<file path="src/rtl/fetch_stage.sv">
// MIPS instruction-fetch stage with IF/ID register. Talks to a variable-latency
// instruction memory via req/ready, parks early returns in a one-entry skid buffer.
module fetch_stage #(
  parameter logic [31:0] RESET_PC = 32'h0000_0000
) (
  input  logic        clk,
  input  logic        rst,
  input  logic        Stall_F,
  input  logic        Stall_D,
  input  logic        PCSrc_D,
  input  logic [31:0] PCBranch_D,
  output logic        Imem_Req,
  output logic [31:0] Imem_Addr,
  input  logic        Imem_Ready,
  input  logic [31:0] Imem_Rdata,
  output logic [31:0] Instr_D,
  output logic [31:0] PCPlus4_D,
  output logic        Valid_D
);

  typedef enum logic [1:0] {S_REQ, S_BUF, S_KILL} state_e;

  state_e      state_q, state_d;
  logic [31:0] pc_q, pc_d;
  logic [31:0] kill_q, kill_d;
  logic [31:0] bins_q, bins_d;
  logic [31:0] bpc4_q, bpc4_d;
  logic [31:0] instr_q, instr_d;
  logic [31:0] pc4_q, pc4_d;
  logic        valid_q, valid_d;

  logic        move, redir, fire, xfer;
  logic [31:0] tgt, pc_plus4, xins, xpc4;

  assign move     = !Stall_F && !Stall_D;
  assign redir    = PCSrc_D && !Stall_D;
  assign tgt      = PCBranch_D & ~32'h3;
  assign pc_plus4 = pc_q + 32'd4;

  // Request is suppressed during reset so nothing can be accepted then.
  assign Imem_Req  = !rst && (state_q != S_BUF);
  assign Imem_Addr = rst ? 32'h0 : ((state_q == S_KILL) ? kill_q : pc_q);
  assign fire      = Imem_Req && Imem_Ready;

  always_comb begin
    state_d = state_q;
    pc_d    = pc_q;
    kill_d  = kill_q;
    bins_d  = bins_q;
    bpc4_d  = bpc4_q;
    xfer    = 1'b0;
    xins    = 32'h0;
    xpc4    = 32'h0;
    case (state_q)
      S_REQ: begin
        if (fire) begin
          if (redir) begin
            pc_d = tgt;
          end else if (move) begin
            xfer = 1'b1;
            xins = Imem_Rdata;
            xpc4 = pc_plus4;
            pc_d = pc_plus4;
          end else begin
            bins_d  = Imem_Rdata;
            bpc4_d  = pc_plus4;
            state_d = S_BUF;
          end
        end else if (redir) begin
          kill_d  = pc_q;
          pc_d    = tgt;
          state_d = S_KILL;
        end
      end
      S_BUF: begin
        if (redir) begin
          pc_d    = tgt;
          state_d = S_REQ;
        end else if (move) begin
          xfer    = 1'b1;
          xins    = bins_q;
          xpc4    = bpc4_q;
          pc_d    = pc_plus4;
          state_d = S_REQ;
        end
      end
      S_KILL: begin
        // PC_F already holds the live target; only a newer redirect changes it.
        if (redir) pc_d = tgt;
        if (fire)  state_d = S_REQ;
      end
      default: state_d = S_REQ;
    endcase
  end

  always_comb begin
    instr_d = instr_q;
    pc4_d   = pc4_q;
    valid_d = valid_q;
    if (!Stall_D) begin
      if (!redir && xfer) begin
        instr_d = xins;
        pc4_d   = xpc4;
        valid_d = 1'b1;
      end else begin
        instr_d = 32'h0;
        pc4_d   = 32'h0;
        valid_d = 1'b0;
      end
    end
  end

  always_ff @(posedge clk) begin
    if (rst) begin
      state_q <= S_REQ;
      pc_q    <= RESET_PC;
      kill_q  <= 32'h0;
      bins_q  <= 32'h0;
      bpc4_q  <= 32'h0;
      instr_q <= 32'h0;
      pc4_q   <= 32'h0;
      valid_q <= 1'b0;
    end else begin
      state_q <= state_d;
      pc_q    <= pc_d;
      kill_q  <= kill_d;
      bins_q  <= bins_d;
      bpc4_q  <= bpc4_d;
      instr_q <= instr_d;
      pc4_q   <= pc4_d;
      valid_q <= valid_d;
    end
  end

  assign Instr_D   = instr_q;
  assign PCPlus4_D = pc4_q;
  assign Valid_D   = valid_q;

endmodule

</file>
<file path="config.mk">
export PLATFORM = sky130hd
export DESIGN_NAME = fetch_stage
export DESIGN_NICKNAME = d
export VERILOG_FILES = /design/src/rtl/fetch_stage.sv
export SDC_FILE = /design/constraint.sdc
export NUM_CORES = 1
export LEC_CHECK = 0
export ABC_AREA = 1
export BUFFER_PORTS_ARGS = -buffer_cell sky130_fd_sc_hd__buf_2
export CORE_ASPECT_RATIO = 0.6
export CORE_MARGIN = 2
export CORE_UTILIZATION = 50
export CTS_BUF_LIST = sky130_fd_sc_hd__clkbuf_4
export DETAILED_ROUTE_END_ITERATION = 6
export PLACE_DENSITY_LB_ADDON = 0.1
export SYNTH_ARGS = -nofsm -noshare
export SYNTH_HDL_FRONTEND = slang
export SYNTH_SLANG_ARGS = --single-unit
</file>
<file path="constraint.sdc">
create_clock -name clk -period 1.9 [get_ports clk]
set_input_delay 0.095 -clock clk [delete_from_list [all_inputs] [get_ports clk]]
set_output_delay 0.095 -clock clk [all_outputs]
set_load 0.05 [all_outputs]
</file>
==> results.json <==
{
  "die_x_um": 186,
  "htreeDepth": 4,
  "routed_via_density": 5.52,
  "port_buffers": 165,
  "p_comb_frac": 0.254,
  "finalCritPeriodShare": 1.09,
  "relSlewSlack": 0.505,
  "fin_worst_skew_ns": 0.0225,
  "start_util": 0.515,
  "nets": 1865,
  "violations": "negative setup slack",
  "dp.cells": 1937,
  "wl_met1_mm": 15.9,
  "synth_area_leaders": "dfxtp_1 39%, nand2_1 16%, o21ai_0 11%",
  "synth_area_leader_cell": "dfxtp_1",
  "area_growth_pct": 39.6,
  "report.final.slew_viol_count": 0,
  "worst_hold_path_type": "in -> reg",
  "maxCapViolCount": 0,
  "min_period_ns": 2.08,
  "reg2regPathDepth": 9,
  "drc_errors": 0,
  "num_rows": 39,
  "die_y_um": 113,
  "p_sw_frac": 0.336,
  "cp_max_fo": 8,
  "grt_start_max_net_pins": 66,
  "path_cells": "buf_6, ha_4, clkbuf_16, o21ai_2, a21oi_2, buf_6",
  "max_freq_mhz": 482,
  "synth-seq-cells": 195,
  "grt.total_usage": 0.309,
  "drive_above_1_share": 0.258,
  "io_pins": 168,
  "fin_total_pwr_mw": 9.08,
  "drt-initial-drc-count": 1305,
  "wl_per_cell_um": 17.1,
  "holdWs_ns": 0.0780,
  "cpMaxStageDelayCell": "dfxtp_2",
  "worstSetupStartpointType": "register",
  "ant_nets": 0,
  "grt-ovfl-total": 0,
  "cts.sinks": 195,
  "core_sq_um": 19200,
  "highest_layer": "met4",
  "critPathRequiredTime_ns": 1.80,
  "setup_ws_ns": -0.176,
  "status": "complete, but fails checks",
  "dr.pass1.iters": 6,
  "place.gp.congestion": 0.959,
  "ys_seq_area_frac": 0.395,
  "yosysUniqueCellTypes": 37,
  "wl_met2_mm": 15.3,
  "cts_inserted_buffers": 17,
  "ir_worst_vdd_mv": 0.434,
  "leakage_nw": 6.40,
  "clk_latency_ns": 0.61,
  "critical_path.most_common_cell": "buf_6",
  "max_stage_delay_ns": 0.37,
  "hold_start": "Stall_F",
  "cts_buffer_depth": 2,
  "path_class": "reg -> out",
  "pwr-share-seq": 0.489,
  "synth_fp_nets": 1577,
  "yosys_warnings": 0,
  "grt_pass1_vias": 10100,
  "routed_wirelength_mm": 35.3,
  "final_hold_viol_count": 0,
  "hold_depth": 5,
  "grt_pass1_wl_mm": 51.6,
  "endpoint_kind": "output pin",
  "clock-root-buffer": "clkbuf_4",
  "cts_tree": "yes",
  "antennaDiodeCount": 0,
  "synth_top_area_share": 0.395,
  "antenna_found_initial": 0,
  "p_clk_frac": 0.258,
  "dr_wl_met3_mm": 3.61,
  "p_int_mw": 6.03,
  "rr_startpoint": "state_q[0]",
  "vias": 11400,
  "netlist_area_sq_um": 9890,
  "powerDensity_nw_per_um2": 657,
  "clkTransAtPathRegs_ns": 0.17,
  "setup_viol": 72,
  "fp.dieArea_sq_um": 21000,
  "fin_cells": 2067,
  "critPathLaunch": "state_q[1]",
  "dp.final_hpwl_mm": 21.0,
  "worst_slew_pin_slew_ns": 0.743,
  "syn_inst": 1501,
  "syn_area_per_cell_sq_um": 6.59,
  "switchingPower_mw": 3.05,
  "rsz0062_at_grt": "true",
  "arrival_ns": 1.98
}
-- critical path, delay by kind of cell, from the launching register on --
family	cells	cell delay, ns
fa+ha+maj	1	0.27
compound gates	2	0.22
flops	1	0.37
buf+inv	3	0.52
-- power by group through the flow --
stage,logic [mW],clock network [mW],registers [mW]
2_1_floorplan,1.12,0,4.48
3_3_place_gp,1.71,0,4.50
3_5_place_dp,1.74,0,4.50
4_1_cts,1.97,2.36,4.42
5_1_grt,2.47,2.52,4.46
6_report,2.30,2.34,4.44
-- flip-flops by register name, indices dropped and copies added, names as in the netlist --
name       cells
Instr_D       32
PCPlus4_D     32
Valid_D        1
bins_q        32
bpc4_q        32
kill_q        32
pc_q          32
state_q        2
-- layout by cell type (no fill, tap or decap), types with 13 or more instances in the layout --
| cell type | synthesis | layout |
|---|---|---|
| nand3_1 | 32 | 30 |
| buf_6 | 6 | 37 |
| clkbuf_16 | 0 | 13 |
| clkbuf_4 | 0 | 17 |
| a21oi_2 | 0 | 27 |
| nand2_1 | 412 | 404 |
| o21ai_1 | 11 | 35 |
| a31oi_1 | 38 | 38 |
| buf_4 | 1 | 107 |
| buf_2 | 29 | 132 |
| o211ai_1 | 14 | 14 |
| a21oi_1 | 145 | 118 |
| nor2_1 | 84 | 73 |
| o21ai_0 | 217 | 163 |
| dfxtp_2 | 0 | 13 |
| o21ai_2 | 0 | 26 |
| buf_12 | 0 | 19 |
| inv_1 | 170 | 164 |
| dfxtp_1 | 195 | 181 |
| dlygate4sd3_1 | 0 | 65 |
-- per-stage QoR --
stage               setup slack (ns)  TNS [ns]   util  cell area (sq um)
floorplan                    -0.0928    -0.989      -               9960
global placement             -0.0225   -0.0225  0.608              11700
detailed placement           -0.0950     -1.17  0.608              11700
CTS                           -0.151     -3.66  0.673              12900
global route                  -0.241    -21.15  0.718              13800
finish                        -0.176     -5.25  0.718              13800
-- worst paths after layout --
path                         to  slack [ns]
hold / removal    PCPlus4_D[19]        0.08
setup / recovery  Imem_Addr[28]       -0.18
setup reg to reg  PCPlus4_D[25]       -0.07
hold reg to reg       kill_q[1]        0.46
-- area by class of cell --
cell class / count / area [sq um]
Tap cell: 266 / 333
Fill cell: 1611 / 5410
Timing Repair inverter: 1 / 7.51
Multi-Input combinational cell: 1024 / 5290
Timing Repair Buffer: 377 / 3320
Sequential cell: 195 / 3920
Inverter: 173 / 658
Clock inverter: 14 / 153
Clock buffer: 17 / 128
-- routing by layer --
| layer | global-route usage | vias to the layer above |
|---|---|---|
| met5 | 0 | - |
| met4 | 0.0719 | 0 |
| met3 | 0.0628 | 51 |
| met2 | 0.478 | 660 |
| met1 | 0.444 | 5245 |
| li1 | - | 5444 |
-- kinds of logic after synthesis --
kind of cell / after synthesis / share of synthesized area
buf+inv: 284 / 0.117
xor+xnor: 16 / 0.0142
compound gates: 449 / 0.244
flops: 195 / 0.395
simple gates: 551 / 0.223
fa+ha+maj: 6 / 0.00759
-- timing repair --
| item | 4_1_cts | 5_1_grt |
|---|---|---|
| cloned | 3 | 17 |
| setup endpoints to repair | 121 | 201 |
| pin swaps | 2 | 11 |
| buffers inserted | 1 | 13 |
| hold buffers | 65 | 0 |
| endpoints found under the hold margin | 103 | 0 |
| gates resized for setup | 98 | 149 |
-- Yosys cell counts, drive strengths merged --
cell type	number
a211o	1
a211oi	1
a21oi	145
a22o	11
a22oi	2
a31oi	38
and2	2
buf	40
clkbuf	71
clkinv	1
dfxtp	195
ha	6
inv	172
nand2	412
nand3	32
nand4	6
nor2	89
nor3	6
nor3b	1
o211ai	14
o21ai	228
o221ai	8
o22ai	1
or2	3
xnor2	4
xor2	12
(Power assumes the default switching activity.)
